[config.mk]
export PLATFORM = sky130hd
export DESIGN_NAME = fetch_sequencer_flat
export DESIGN_NICKNAME = d
export VERILOG_FILES = /design/src/rtl/fetch_sequencer_if.sv /design/src/rtl/fetch_sequencer.sv /design/src/flat_wrapper.sv
export SDC_FILE = /design/constraint.sdc
export NUM_CORES = 1
export LEC_CHECK = 0
export CAP_MARGIN = 30
export CORE_MARGIN = 1
export CORE_UTILIZATION = 36
export CTS_CLUSTER_DIAMETER = 120
export CTS_CLUSTER_SIZE = 8
export DETAILED_ROUTE_END_ITERATION = 7
export MAX_ROUTING_LAYER = met4
export PLACE_DENSITY = 0.86
export SYNTH_ARGS = -nofsm -noshare
export SYNTH_HDL_FRONTEND = slang
export SYNTH_SLANG_ARGS = --single-unit
[constraint.sdc]
create_clock -name clk -period 2.1 [get_ports clk]
set_input_delay 0.42 -clock clk [delete_from_list [all_inputs] [get_ports clk]]
set_output_delay 0.42 -clock clk [all_outputs]
set_load 0.02 [all_outputs]
[src/rtl/fetch_sequencer_if.sv]
// Bus bundle between the fetch sequencer and its neighbours: instruction
// memory port, execute datapath handshake/flags and program-counter controls.
//   master : fetch sequencer side (drives imem_req/imem_addr/ir/exec_valid/pc_load/pc_inc)
//   slave  : system side (drives pc_value/a_value/imem_rdata/imem_ack/exec_done/alu flags)
interface fetch_sequencer_if;
    localparam int unsigned ADDR_W = 15;
    localparam int unsigned DATA_W = 16;

    logic [ADDR_W-1:0] pc_value;
    logic [ADDR_W-1:0] a_value;
    logic              imem_req;
    logic [ADDR_W-1:0] imem_addr;
    logic [DATA_W-1:0] imem_rdata;
    logic              imem_ack;
    logic [DATA_W-1:0] ir;
    logic              exec_valid;
    logic              exec_done;
    logic              alu_zr;
    logic              alu_ng;
    logic              pc_load;
    logic              pc_inc;

    modport master (
        input  pc_value, a_value, imem_rdata, imem_ack, exec_done, alu_zr, alu_ng,
        output imem_req, imem_addr, ir, exec_valid, pc_load, pc_inc
    );

    modport slave (
        output pc_value, a_value, imem_rdata, imem_ack, exec_done, alu_zr, alu_ng,
        input  imem_req, imem_addr, ir, exec_valid, pc_load, pc_inc
    );
endinterface

[src/rtl/fetch_sequencer.sv]
// Instruction fetch/execute sequencer for the 16-bit CPU. Fetches the word at
// the PC, strobes it to the datapath, waits for completion, then evaluates the
// jump condition from the ALU flags and issues exactly one PC load/inc pulse.
//
// Ports:
//   clk, reset : clock, asynchronous active-high reset
//   run        : level-sensitive sequencing enable
//   bus        : fetch_sequencer_if.master (imem port, exec handshake, PC controls)
//   busy       : sequencer is inside an instruction (not IDLE/HALT/ERROR)
//   halted     : jump-to-self loop detected (only with halt detection built in)
//   err        : sticky fetch timeout
//
// Parameter TIMEOUT: FETCH cycles without ack before ERROR; 0 disables.
// Optional feature macro: FETCH_SEQ_HALT_DETECT_EN enables jump-to-self halt
// detection; without it halted is tied low and such loops keep running.
module fetch_sequencer #(
    parameter int unsigned TIMEOUT = 64
) (
    input  logic              clk,
    input  logic              reset,
    input  logic              run,
    fetch_sequencer_if.master bus,
    output logic              busy,
    output logic              halted,
    output logic              err
);
    localparam int unsigned CNT_W = (TIMEOUT > 1) ? $clog2(TIMEOUT) : 1;
    localparam logic [CNT_W-1:0] CNT_LAST = CNT_W'(TIMEOUT - 1);

    typedef enum logic [2:0] {
        S_IDLE,
        S_FETCH,
        S_EXEC,
        S_WAIT,
        S_UPDATE,
`ifdef FETCH_SEQ_HALT_DETECT_EN
        S_HALT,
`endif
        S_ERROR
    } state_t;

    state_t           state_q;
    state_t           state_d;
    logic [CNT_W-1:0] cnt_q;
    logic [CNT_W-1:0] cnt_d;
    logic [15:0]      ir_d;
    logic             load_d;
    logic             inc_d;
    logic             taken_c;
`ifdef FETCH_SEQ_HALT_DETECT_EN
    logic             halt_pend_q;
    logic             halt_pend_d;
    logic             self_jump_c;
`endif

    // Address is a pure pass-through so a freshly updated PC is fetched at once
    assign bus.imem_addr = bus.pc_value;

    // Jump condition, evaluated with the flags present when exec_done is seen
    assign taken_c = bus.ir[15] & ((bus.ir[2] & bus.alu_ng) |
                                   (bus.ir[1] & bus.alu_zr) |
                                   (bus.ir[0] & ~bus.alu_ng & ~bus.alu_zr));

`ifdef FETCH_SEQ_HALT_DETECT_EN
    // Taken jump whose target (A register) equals the current PC
    assign self_jump_c = taken_c & (bus.a_value == bus.pc_value);
`else
    assign halted = 1'b0;
`endif

    // Next-state, timeout counter and PC-control decisions
    always_comb begin
        state_d = state_q;
        cnt_d   = '0;
        ir_d    = bus.ir;
        load_d  = 1'b0;
        inc_d   = 1'b0;
`ifdef FETCH_SEQ_HALT_DETECT_EN
        halt_pend_d = halt_pend_q;
`endif
        case (state_q)
            S_IDLE: begin
                if (run) state_d = S_FETCH;
            end
            S_FETCH: begin
                if (bus.imem_ack) begin
                    ir_d    = bus.imem_rdata;
                    state_d = S_EXEC;
                end else if (TIMEOUT != 0 && cnt_q == CNT_LAST) begin
                    state_d = S_ERROR;
                end else begin
                    cnt_d = cnt_q + CNT_W'(1);
                end
            end
            S_EXEC, S_WAIT: begin
                if (bus.exec_done) begin
                    state_d = S_UPDATE;
                    inc_d   = ~taken_c;
`ifdef FETCH_SEQ_HALT_DETECT_EN
                    load_d      = taken_c & ~self_jump_c;
                    halt_pend_d = self_jump_c;
`else
                    load_d = taken_c;
`endif
                end else begin
                    state_d = S_WAIT;
                end
            end
            S_UPDATE: begin
`ifdef FETCH_SEQ_HALT_DETECT_EN
                if (halt_pend_q)  state_d = S_HALT;
                else if (run)     state_d = S_FETCH;
                else              state_d = S_IDLE;
`else
                if (run) state_d = S_FETCH;
                else     state_d = S_IDLE;
`endif
            end
`ifdef FETCH_SEQ_HALT_DETECT_EN
            S_HALT:  state_d = S_HALT;
`endif
            S_ERROR: state_d = S_ERROR;
            default: state_d = S_IDLE;
        endcase
    end

    // State plus registered outputs decoded from the next state
    always_ff @(posedge clk or posedge reset) begin
        if (reset) begin
            state_q        <= S_IDLE;
            cnt_q          <= '0;
            bus.ir         <= '0;
            bus.imem_req   <= 1'b0;
            bus.exec_valid <= 1'b0;
            bus.pc_load    <= 1'b0;
            bus.pc_inc     <= 1'b0;
            busy           <= 1'b0;
            err            <= 1'b0;
`ifdef FETCH_SEQ_HALT_DETECT_EN
            halt_pend_q    <= 1'b0;
            halted         <= 1'b0;
`endif
        end else begin
            state_q        <= state_d;
            cnt_q          <= cnt_d;
            bus.ir         <= ir_d;
            bus.imem_req   <= (state_d == S_FETCH);
            bus.exec_valid <= (state_d == S_EXEC);
            bus.pc_load    <= load_d;
            bus.pc_inc     <= inc_d;
            busy           <= (state_d == S_FETCH) || (state_d == S_EXEC) ||
                              (state_d == S_WAIT)  || (state_d == S_UPDATE);
            err            <= (state_d == S_ERROR);
`ifdef FETCH_SEQ_HALT_DETECT_EN
            halt_pend_q    <= halt_pend_d;
            halted         <= (state_d == S_HALT);
`endif
        end
    end
endmodule
[src/flat_wrapper.sv]
// flat-port wrapper written by rule: the top's interface ports become plain ports
module fetch_sequencer_flat 
#(
    parameter int unsigned TIMEOUT = 64
)
  (clk, reset, run, busy, halted, err, bus_pc_value, bus_a_value, bus_imem_rdata, bus_imem_ack, bus_exec_done, bus_alu_zr, bus_alu_ng, bus_imem_req, bus_imem_addr, bus_ir, bus_exec_valid, bus_pc_load, bus_pc_inc);
  fetch_sequencer_if bus_i ();
  input  logic clk;
  input  logic reset;
  input  logic run;
  output logic busy;
  output logic halted;
  output logic err;
  input wire logic [$bits(bus_i.pc_value)-1:0] bus_pc_value;
  input wire logic [$bits(bus_i.a_value)-1:0] bus_a_value;
  input wire logic [$bits(bus_i.imem_rdata)-1:0] bus_imem_rdata;
  input wire logic [$bits(bus_i.imem_ack)-1:0] bus_imem_ack;
  input wire logic [$bits(bus_i.exec_done)-1:0] bus_exec_done;
  input wire logic [$bits(bus_i.alu_zr)-1:0] bus_alu_zr;
  input wire logic [$bits(bus_i.alu_ng)-1:0] bus_alu_ng;
  output wire logic [$bits(bus_i.imem_req)-1:0] bus_imem_req;
  output wire logic [$bits(bus_i.imem_addr)-1:0] bus_imem_addr;
  output wire logic [$bits(bus_i.ir)-1:0] bus_ir;
  output wire logic [$bits(bus_i.exec_valid)-1:0] bus_exec_valid;
  output wire logic [$bits(bus_i.pc_load)-1:0] bus_pc_load;
  output wire logic [$bits(bus_i.pc_inc)-1:0] bus_pc_inc;
  assign bus_i.pc_value = bus_pc_value;
  assign bus_i.a_value = bus_a_value;
  assign bus_i.imem_rdata = bus_imem_rdata;
  assign bus_i.imem_ack = bus_imem_ack;
  assign bus_i.exec_done = bus_exec_done;
  assign bus_i.alu_zr = bus_alu_zr;
  assign bus_i.alu_ng = bus_alu_ng;
  assign bus_imem_req = bus_i.imem_req;
  assign bus_imem_addr = bus_i.imem_addr;
  assign bus_ir = bus_i.ir;
  assign bus_exec_valid = bus_i.exec_valid;
  assign bus_pc_load = bus_i.pc_load;
  assign bus_pc_inc = bus_i.pc_inc;
  fetch_sequencer #(.TIMEOUT(TIMEOUT)) u_core (.clk(clk), .reset(reset), .run(run), .bus(bus_i), .busy(busy), .halted(halted), .err(err));
endmodule
==> results.md, run 1 <==
* Status: completed
* ANT cells at 0
* Max-Cap Viols at 0
* Placed inst area at 1800 µm²
* Total grt overflow at 0
* Fin Hold WS at between 400 and 500 ps
* Pre-antenna DRT Iters at 4
* Switching portion of total power at 0.334
* Top Ports at 91
* Setup crit start kind: flop
* Final setup TNS at 0 ps
* Hold buffer count at CTS at 0
* Routed WL at 2770 µm
* Tmin final at 1710 ps
* Clock tree root buffer cell: clkbuf_8
* HPWL Detailed at ~2100 µm
* Vias in the first global route at a little over 1000
* Final Hold Vio Count at 0
* Area of the core at roughly 3800 µm²
* CTS tree: built
* Clk pin slew, worst setup/hold paths at 60 ps
* CTS buffer count at 5
* Critical path class: flop to output port
* Max Slew Vio Count at 0
* CP top delay family: buffers and inverters
* Total GRT Usage at 0.153
* Die Wd at around 65 µm
* P per Cell Area at between 1000 and 1500 nW/µm²
* Power share of the clock group at 0.171
* Row cnt at 22
* Clk_lat worst skew at approximately 280 ps
* Sequential power share at 0.378
* CP max-delay cell: clkdlybuf4s50_1
* M2 GR Usage at 0.249
* Clk sinks at 31
* Syn nets at 169
* CP Buf/Inv Count at 1
* Critical Path RT at around 1700 ps
* Synth top area cells: dfrtp_1 (53%), buf_4 (8.3%), mux2_4 (7.2%)
* Post-synthesis sequential area ratio at 0.534
* Final cell count without fillers at 196
* Number of synthesized flops with an enable pin at 0
* Cell area after layout at 1890 µm²
* Longest Clk Path Bufs at 2
* Gate power share at 0.451
* Global-route wire length before repair at ~4600 µm
* Setup violators final at 0
* Setup Skew at between 1 and 1.5 ps
* Met1 GRT Util at 0.153
* Asr flop ratio synth at 1.00
* Worst vdd rail ir drop at 343 µV
* Synth-to-Final Area Change at 30.3%
* Critical Path End Type: output port
* Max incr delay on CP at around 630 ps
* Post-synthesis instance area at approximately 1500 µm²
* Synth area leader: dfrtp_1
* Post-CTS sizing at 0
* Hold Crit Class: flop to flop
* Port bufs at 44
* CP Cell Sequence: clkdlybuf4s50_1
* Count leader, synth: dfrtp_1
* Via density at around 4.8
* Avg Cell Area, Syn at approximately 13 µm²
* Post-synthesis register bit count at 31
* Die height at ~65 µm
* Leak pwr at ~0.81 nW
* Post-CTS setup buffer count at 0
* GR Util met3 at 0.0677
* GP Congestion at 0.793
* Initial Util at 0.385
* Syn. warnings at 0
* Arr. time, crit path at roughly 1300 ps
* Tcrit/Tclk final at 0.815
* Initial antenna violation count at 0
* Synth cell types at 30
* Fmax at slightly below 600 MHz
* Synthesized instance count at ~120
* Most instantiated cells after synthesis: dfrtp_1 (31), buf_4 (16), mux2_2 (9)
* Unrepaired setup endpoints after global routing: no
* Placed Instances at approximately 190
* Sw power at just under 0.0009 W
* GRT Max-Usage Layer: met2
* Die area at ~4300 µm²
* Wire length per cell at ~14 µm
* Synth Flop Type: dfrtp_1
* Drc violations at 0
* Via count at between 900 and 1000
* Antenna-violating nets left at 0
* Share of the synthesized area in the top cell type at 0.534
* Internal at between 0.0015 and 0.002 W
* H-tree Lvls at 2
* Final Util at 0.501
* Max FO, Critical Path at 3
* 1st-iter DRT viols at 25
* NumNets Final at about 200
* Layout cells sized above 1 at 0.189
* Pin count of the biggest net entering global routing at 32
==> per-layer routing <==
| layer | wire length (µm) | part of all wire |
|---|---|---|
| met1 | 1110 | 0.40 |
| met2 | 1280 | 0.46 |
| met3 | 322 | 0.12 |
| met4 | 60 | 0.022 |
| met5 | 0 | 0 |
==> registers in the layout, summed over array words and instances, names as in the netlist <==
| register | cells |
|---|---|
| u_core.bus.exec_valid | 1 |
| u_core.bus.imem_req | 1 |
| u_core.bus.ir | 16 |
| u_core.bus.pc_inc | 1 |
| u_core.bus.pc_load | 1 |
| u_core.busy | 1 |
| u_core.cnt_q | 6 |
| u_core.err | 1 |
| u_core.state_q | 3 |
==> cells by family after synthesis <==
| kind of cell | count (synthesis) | synth area share |
|---|---|---|
| buffers and inverters | 22 | 0.127 |
| other | 1 | 0.00258 |
| and+or+nand+nor | 32 | 0.132 |
| xor gates and xnor gates | 3 | 0.0181 |
| muxes | 16 | 0.142 |
| adders and majority gates | 1 | 0.00862 |
| DFF | 31 | 0.534 |
| AOI/OAI and AO/OA | 9 | 0.0353 |
==> final timing paths <==
path | end | slack (ps) | depth (start not counted) | startpoint
setup / recovery | bus_ir[0] | 390 | 1 | u_core.bus.ir[0]
hold reg to reg | u_core.cnt_q[0] | 480 | 1 | u_core.cnt_q[0]
setup reg to reg | u_core.bus.ir[7] | 570 | 3 | u_core.state_q[2]
max in group asynchronous | u_core.err | 1300 | 3 | reset
hold / removal | u_core.cnt_q[0] | 480 | 1 | u_core.cnt_q[0]
min in group asynchronous | u_core.bus.ir[11] | 530 | 3 | reset
==> power groups by stage <==
stage | clock (W) | combinational [W] | sequential (W)
after global placement | 0 | 0.00117 | 0.000978
after global routing | 0.000494 | 0.00128 | 0.00103
after CTS | 0.000469 | 0.00121 | 0.000999
after floorplan | 0 | 0.000557 | 0.00120
after detailed placement | 0 | 0.00121 | 0.00101
final | 0.000453 | 0.00120 | 0.00100
==> cells in the final DEF (no fill, tap or decap) <==
cell / n
mux2_2: 9
nor4bb_4: 1
clkdlybuf4s50_1: 44
o21ai_0: 4
buf_4: 1
a21oi_1: 3
xnor2_1: 1
clkinv_2: 1
clkbuf_8: 6
nor3_1: 1
or2_2: 1
nor4b_1: 1
nor2_1: 7
buf_12: 1
inv_1: 2
nand3b_1: 2
dfrtp_1: 31
or3_1: 1
mux2_4: 7
nand2_1: 8
nor3b_1: 2
conb_1: 1
nand3_1: 4
or4_1: 1
or4b_4: 1
a221o_1: 1
o22ai_1: 1
ha_1: 1
xor2_1: 2
and2_1: 1
nand2b_1: 1
==> final cells by class <==
type	instances	area, µm²
timing repair buffer	46	468
tap	48	60.1
clock inverter	1	5.00
fill	307	1880
clock buffer	6	82.6
sequential	31	776
inverter	2	7.51
multi-input combinational	62	492
==> stage by stage <==
stage,power (W),setup slack (ps)
2_1_floorplan,0.00176,604
3_3_place_gp,0.00215,198
3_5_place_dp,0.00222,169
4_1_cts,0.00268,380
5_1_grt,0.00281,359
6_report,0.00265,388
Power figures use the tool's default switching activity.
==> inputs of run 2 (changes only) <==
- CORE_UTILIZATION: 36 -> 33
- PLACE_DENSITY: 0.86 -> 0.83
- clock period: 2.1 -> 1.5 ns (I/O delays scaled with it)
==> run 2 against run 1 <==
Clock-buffer cell count unchanged. Design area increased by 3.2%. Via count increased by 0.32%. Critical endpoint is now u_core.bus.ir[12]. Critical path type is now flop to flop. Sequential share of layout area decreased by 1.2 points.
==> results.md, run 2 (synthesized netlist as in run 1, its figures left out) <==
* Hold Crit Class: input pin to asynchronous set/reset pin
* Max Slew Vio Count at 0
* Final Util at 0.474
* GRT Max-Usage Layer: met2
* Max-Cap Viols at 0
* HPWL Detailed at 2030 µm
* Setup ws final at ~37 ps
* Vias in the first global route at around 880
* Antenna-violating nets left at 0
* Setup Skew at slightly below 5 ps
* Layout cells sized above 1 at 0.240
* Initial antenna violation count at 0
* Setup crit end: u_core.bus.ir[12]
* Via count at approximately 940
* P per Cell Area at between 1500 and 2000 nW/µm²
* CTS tree: built
* Tcrit/Tclk final at 0.975
* Reg2reg end: u_core.bus.ir[12]
* Final Hold Vio Count at 0
* Max reg flops at 16
* Worst vdd rail ir drop at 579 µV
* H-tree Lvls at 2
* Top Ports at approximately 90
* Tot Pwr at about 0.0038 W
* Drc violations at 0
* Tmin final at approximately 1500 ps
* Synth-to-Final Area Change at 34.5%
* 1st-iter DRT viols at 101
* Most frequent cells in the layout: dfrtp_1 (29), dlygate4sd2_1 (22), clkdlybuf4s50_1 (21)
* Multi-input logic area at about 500 µm²
* Arr. time, crit path at around 1600 ps
* Commonest non-fill, non-tap cell in the layout: dfrtp_1
* Placement Setup Slack at -321 ps
* Initial Util at 0.353
* Pin count of the biggest net entering global routing at 32
* Met1 GRT Util at 0.127
* Placed Instances at 196
* GP Congestion at 0.760
* Total grt overflow at 0
* Pre-antenna DRT Iters at 4
* Post-CTS setup buffer count at 0
* Clk_lat worst skew at about 280 ps
* Via density at around 4.6
* R2R setup slack at about 37 ps
* Routed WL at roughly 2800 µm
* Final cell count without fillers at slightly above 200
* Row cnt at 23
* CP Launch Point: u_core.state_q[1]
* Critical path class: flop to flop
* Clk sinks at 31
* Die height at 68.3 µm
* ANT cells at 0
* CTS buffer count at 5
* Setup violators final at 0
* Top reg by flops: u_core.bus.ir
* Wire length per cell at approximately 14 µm
* Die Wd at between 60 and 70 µm
* Longest Clk Path Bufs at 2
* NumNets Final at roughly 210
* Max FO, Critical Path at 9
* Worst R2R Path Depth at 3
* Unrepaired setup endpoints after global routing: yes
* Fmax at 684 MHz
* Port bufs at 44
* Setup crit start kind: flop
* GR Util met3 at 0.0450
* Reg2reg start: u_core.state_q[1]
* Status: completed
* Clock tree root buffer cell: clkbuf_8
* Hold buffer count at CTS at 0
* Regs by FF count: u_core.bus.ir x16, u_core.cnt_q x6, u_core.state_q x3
* Global-route wire length before repair at a little over 4000 µm
* M2 GR Usage at 0.218
* Leak pwr at 0.907 nW
* Die area at about 4700 µm²
* Total GRT Usage at 0.131
* Critical Path RT at ~1700 ps
* Fin Hold WS at about 350 ps
* Clk pin slew, worst setup/hold paths at 70 ps
* Register area at between 700 and 800 µm²
* Critical Path End Type: flop
* Area of the core at about 4000 µm²
* Layout fillers at roughly 380
[run 2: cell count changes in the layout (fill, tap and decap cells not counted), sizes merged]
| cell | delta |
|---|---|
| clkdlybuf4s50 | -23 |
| dlygate4sd2 | +22 |
| bufinv | +1 |
| buf | +5 |
| dlymetal6s2s | +1 |
[run 2: what timing repair did]
action,CTS,global route
pin swaps,0,1
setup endpoints to repair,36,22
gates resized for setup,22,6
[run 2: how the worst min path moves through the flow]
| stage | start | to | slack (ps) | cells after the start |
|---|---|---|---|---|
| after CTS | reset | u_core.bus.ir[3] | 350 | 3 |
| after global placement | u_core.cnt_q[0] | u_core.cnt_q[0] | 450 | 1 |
| final | reset | u_core.bus.ir[3] | 350 | 3 |
| after floorplan | reset | u_core.bus.exec_valid | 400 | 1 |
| after detailed placement | u_core.cnt_q[0] | u_core.cnt_q[0] | 450 | 1 |
| after global routing | reset | u_core.bus.ir[5] | 400 | 3 |
[run 2: worst max-delay path, cell delays in order (launching register included)]
cell and delay, ps:
dfrtp_2 450, nor4bb_4 370, buf_6 190, mux2_2 340
[run 2: area by class of cell]
class,count,share of cell area
repair buffers,51,0.250
multi-input cells,62,0.255
clock buffers,6,0.0423
well taps,50,0.0321
inverters,2,0.00385
clock inverters,2,0.0179
flip-flops and latches,31,0.399
[run 2: metrics by stage]
step / TNS [ps] / area [µm²]
finish: 0 / 1950
detailed placement: -6390 / 1840
CTS: -103 / 1930
global placement: -5450 / 1840
global route: -525 / 1950
floorplan: 0 / 1450
[run 2: power breakdown]
part	total, W	switching [W]	internal (W)
Clock	0.000849	0.000312	0.000537
Sequential	0.00136	0.000194	0.00116
Combinational	0.00158	0.000770	0.000814
[run 2: metal layers]
| metal | vias to the layer above | wire, µm |
|---|---|---|
| met5 | - | 0 |
| met4 | 0 | 59 |
| met3 | 6 | 208 |
| met2 | 32 | 1450 |
| met1 | 449 | 1070 |
| li1 | 448 | - |
==> inputs of run 3 (changes only) <==
- PLACE_DENSITY: 0.83 -> 0.72
- RECOVER_POWER: unset -> 25
==> run 3 against run 2 <==
Via count grew 3.7%. First-iteration DRC count down 68%. Non-clock buffer count increased by 5. Core utilization up 1.6 points. Cell count is 2.5% higher. Clock skew is 1.5 ps higher. Global-route usage rose by 0.60 points. Die area is the same. Combinational power grew 12%. Design area is 3.5% higher. Routed wire length rose by 8.5%. Sequential share of layout area is 1.3 points lower.
==> results.md, run 3 (synthesized netlist as in run 1, its figures left out) <==
* Max-slew headroom at 0.519
* Pin count of the biggest net entering global routing at 32
* Setup ws final at 45.3 ps
* Hold buffer count at CTS at 0
* Max FO, Critical Path at 9
* Placement Setup Slack at -367 ps
* Final Hold Vio Count at 0
* CP Launch Point: u_core.state_q[2]
* Clk_lat worst skew at between 200 and 300 ps
* Placed Instances at roughly 200
* 1st-iter DRT viols at 32
* Status: completed
* Clk sinks at 31
* Layout cells sized above 1 at 0.270
* Regs by FF count: u_core.bus.ir x16, u_core.cnt_q x6, u_core.state_q x3
* Hold Crit Class: flop to flop
* Placed inst area at ~1900 µm²
* Worst vdd rail ir drop at between 600 and 700 µV
* Total grt overflow at 0
* Clock tree root buffer cell: clkbuf_8
* Max incr delay on CP at between 400 and 500 ps
* Commonest non-fill, non-tap cell in the layout: dfrtp_1
* Routed WL at about 3000 µm
* CTS buffer count at 5
* Critical Path End Type: flop
* Initial antenna violation count at 0
* CP max-delay cell: dfrtp_2
* Critical Path RT at 1660 ps
* Leak pwr at roughly 0.95 nW
* P per Cell Area at slightly below 2000 nW/µm²
* Fmax at between 600 and 700 MHz
* CP Cell Sequence: nor4bb_4 -> buf_4 -> clkbuf_16 -> mux2_4
* Vias in the first global route at around 1000
* Worst hold path depth at 1
* Max-Cap Viols at 0
* Reg2reg start: u_core.state_q[2]
* Area of the core at 4120 µm²
* Clk pin slew, worst setup/hold paths at about 70 ps
* Synth-to-Final Area Change at 39.1%
* Setup crit end: u_core.bus.ir[1]
* Unrepaired setup endpoints after global routing: yes
* Fin Hold WS at about 460 ps
* R2R setup slack at between 40 and 50 ps
* GP Congestion at between 0.7 and 0.8
* Wire length per cell at 14.5 µm
* H-tree Lvls at 2
* HPWL Detailed at ~2100 µm
* Via count at 970
* Worst R2R Path Depth at 4
* CTS tree: built
* Tmin final at around 1500 ps
* Die Wd at 68.3 µm
* Worst-margin pin slew at slightly above 700 ps
* Max reg flops at 16
* Top reg by flops: u_core.bus.ir
* Total GRT Usage at 0.137
* Drc violations at 0
* Max Slew Vio Count at 0
* Setup violators final at 0
* Final cell count without fillers at 209
* Cell area after layout at 2020 µm²
* Global-route wire length before repair at between 4000 and 5000 µm
* Via density at approximately 4.6
* Tcrit/Tclk final at 0.970
* Die area at between 4000 and 5000 µm²
* Most frequent cells in the layout: dfrtp_1 (29), dlygate4sd2_1 (23), clkdlybuf4s50_1 (20)
* Row cnt at 23
* Pre-antenna DRT Iters at 4
* Setup crit start kind: flop
* Antenna-violating nets left at 0
* Port bufs at between 40 and 50
* Die height at 68.3 µm
* Critical path class: flop to flop
* Tot Pwr at approximately 0.0040 W
* Reg2reg end: u_core.bus.ir[1]
* Longest Clk Path Bufs at 2
* Top Ports at roughly 90
* Arr. time, crit path at 1610 ps
* Initial Util at 0.353
* Setup Skew at between 6 and 7 ps
* ANT cells at 0
* NumNets Final at around 210
run 3: layout make-up:
type,instances,area (µm²)
multi-input cells,62,529
clock buffers,6,82.6
clock inverters,2,35.0
flip-flops and latches,31,778
inverters,2,7.51
fillers,352,2100
well taps,50,62.6
repair buffers,56,524
run 3: worst min-delay path by stage:
stage	start	to	slack, ps
after floorplan	reset	u_core.bus.exec_valid	400
after global placement	u_core.cnt_q[0]	u_core.cnt_q[0]	440
after detailed placement	u_core.cnt_q[0]	u_core.cnt_q[0]	460
after CTS	reset	u_core.cnt_q[4]	340
after global routing	u_core.cnt_q[0]	u_core.cnt_q[0]	500
final	u_core.cnt_q[0]	u_core.cnt_q[0]	460
run 3: routing by layer:
layer / share of wire / global-route usage
met1: 0.39 / 0.137
met2: 0.48 / 0.225
met3: 0.097 / 0.0483
met4: 0.028 / 0.0859
met5: 0 / -
run 3: worst max-delay path, delay by kind of cell, from the launching register on:
family        cells  cell delay [ps]
buf+inv           2              340
flops             1              430
mux               1              300
simple gates      1              270
run 3: power by group:
group | internal, W | switching (W)
Combinational | 0.000942 | 0.000831
Sequential | 0.00116 | 0.000187
Clock | 0.000537 | 0.000297
Total | 0.00264 | 0.00132
run 3: metrics by stage:
step	setup TNS, ps	utilization
after floorplan	0	-
after global placement	-6010	0.451
after detailed placement	-6630	0.451
after CTS	-313	0.488
after global routing	-21.6	0.491
final	0	0.491
run 3: timing repair:
action                     CTS  global route
setup endpoints to repair   40            16
gates cloned                 1             1
pin swaps                    1             1
buffers inserted             2             2
gates resized for setup     29            11
==> variant: new RTL, settings of run 2 <==
Register the output `err` once more; this adds one clock of latency there. The other outputs are not delayed to match.
--- a/src/rtl/fetch_sequencer.sv
+++ b/src/rtl/fetch_sequencer.sv
@@ -38,6 +38,8 @@
 `endif
         S_ERROR
     } state_t;
+
+    logic err_s0;
 
     state_t           state_q;
     state_t           state_d;
@@ -135,7 +137,7 @@
             bus.pc_load    <= 1'b0;
             bus.pc_inc     <= 1'b0;
             busy           <= 1'b0;
-            err            <= 1'b0;
+            err_s0         <= 1'b0;
 `ifdef FETCH_SEQ_HALT_DETECT_EN
             halt_pend_q    <= 1'b0;
             halted         <= 1'b0;
@@ -150,11 +152,15 @@
             bus.pc_inc     <= inc_d;
             busy           <= (state_d == S_FETCH) || (state_d == S_EXEC) ||
                               (state_d == S_WAIT)  || (state_d == S_UPDATE);
-            err            <= (state_d == S_ERROR);
+            err_s0         <= (state_d == S_ERROR);
 `ifdef FETCH_SEQ_HALT_DETECT_EN
             halt_pend_q    <= halt_pend_d;
             halted         <= (state_d == S_HALT);
 `endif
         end
     end
+    always_ff @(posedge clk) begin
+        err <= err_s0;
+    end
+
 endmodule
Formal check against the unedited RTL: same outputs for any inputs over 10 cycles, from zero or initial values and one cycle with reset high; that may be too few to reach the edited logic, so the function may still have changed.
==> variant against run 2 <==
Combinational power grew 11%; cell area increased by 4.2%; power increased by 3.5%; largest cell class unchanged; first-iteration DRC count down 41%; worst setup slack got worse by 0.018 ns; area after synthesis is 1.4% higher; routed wire length increased by 2.6%; sequential cell count rose by 1; global-route usage down 0.43 points; highest routed layer unchanged.
==> variant: results (changes against run 2) <==
| Metric | Value |
|---|---|
| Area after DPL | 1876 sq um (was 1843 sq um) |
| Routed wl met2 | 1468 um (was 1450 um) |
| Area occupied by multi-input gates | 528.0 sq um (was 498.0 sq um) |
| Met1 GRT Util | 0.1313 (was 0.1271) |
| Detailed-route wire length per cell | 13.66 um (was 13.65 um) |
| Routed length on met3 | 211 um (was 208 um) |
| Vias in the first global route | 921 (was 883) |
| Buffer share of cell area | 0.2614 (was 0.2500) |
| GRT met3 Usage | 0.04441 (was 0.04500) |
| Die width | 68.78 um (was 68.32 um) |
| Clock Skews | 0.004984 ns (was 0.004892 ns) |
| Fill cells | 374 (was 375) |
| All-layer global routing usage | 0.1265 (was 0.1308) |
| First-pass GRT wire length | 4064 um (was 4077 um) |
| Crit Path Max Fanout | 7 (was 9) |
| Status | complete, no violations (unchanged) |
| Bufs w/o clock | 55 (was 51) |
| Met1 wire length | 1136 um (was 1066 um) |
| Sequential share of the synthesized area | 0.5408 (was 0.5345) |
| ClkCell Share | 0.05289 (was 0.06026) |
| Leakage Power | 0.9794 nW (was 0.9070 nW) |
| Reg area | 797.0 sq um (was 778.2 sq um) |
| Synth cell types | 31 (was 30) |
| Post-DP HPWL | 1993 um (was 2031 um) |
| DRT iter0 DRCs | 60 (was 101) |
| Asr flop ratio synth | 0.9688 (was 1.000) |
| Switching power share of the total | 0.3280 (was 0.3369) |
| Synth area leaders | dfrtp_1, buf_4, mux2_4, mux2_2, buf_12 (unchanged) |
| Slowest library cell on the worst path | dfrtp_1 (was dfrtp_2) |
| CTS sink cnt | 32 (was 31) |
| GP Congestion | 0.7550 (was 0.7599) |
| Syn nets | 170 (was 169) |
| Layout cells sized above 1 | 0.2453 (was 0.2403) |
| Worst path arrival time | 1.65 ns (was 1.63 ns) |
| Nets | 212 (was 207) |
| Dpl ws | -0.3549 ns (was -0.3206 ns) |
| Worst vdd ir | 0.0004601 V (was 0.0005794 V) |
| CTS H-tree lvls | 2 (unchanged) |
| M2 GR Usage | 0.2022 (was 0.2181) |
| CP max stage delay | 0.41 ns (was 0.45 ns) |
==> variant: cells by family after synthesis <==
| group | Yosys count | share of synthesized area |
|---|---|---|
| xor+xnor | 3 | 0.01786 |
| compound gates | 9 | 0.03486 |
| other cells | 1 | 0.002549 |
| fa+ha+maj | 1 | 0.008502 |
| simple gates | 32 | 0.1301 |
| buf+inv | 22 | 0.1250 |
| mux | 16 | 0.1403 |
| flops | 32 | 0.5408 |
==> variant: repair_timing <==
item,CTS,global route
setup buffers,3,2
resized for setup,30,5
pin swaps,0,1
gates cloned,1,0
endpoints found under the setup margin,35,19
==> variant: path summary, 6_finish.rpt <==
kind	from	to	slack (ns)	cells after the start
max	u_core.state_q[1]	u_core.bus.ir[14]	0.02	4
min	reset	u_core.bus.ir[0]	0.35	3
max reg2reg	u_core.state_q[1]	u_core.bus.ir[14]	0.02	4
min reg2reg	u_core.err_s0	u_core.err	0.36	0
max in group asynchronous	reset	u_core.state_q[2]	0.98	3
min in group clk	u_core.err_s0	u_core.err	0.36	0
==> variant: power groups by stage <==
stage                     Sequential, W  Combinational, W  Clock, W
after floorplan                 0.00172          0.000779         0
after global placement          0.00137           0.00177         0
after detailed placement        0.00139           0.00180         0
after CTS                       0.00137           0.00181  0.000818
after global routing            0.00140           0.00189  0.000862
final                           0.00137           0.00176  0.000799
==> variant: per-stage QoR <==
stage / cells / hold slack [ns] / utilization
after floorplan: 116 / 0.3242 / -
after CTS: 208 / 0.3480 / 0.4912
after detailed placement: 197 / 0.3525 / 0.4526
after global routing: 209 / 0.3763 / 0.4909
after global placement: 197 / 0.3283 / 0.4526
final: 209 / 0.3467 / 0.4909
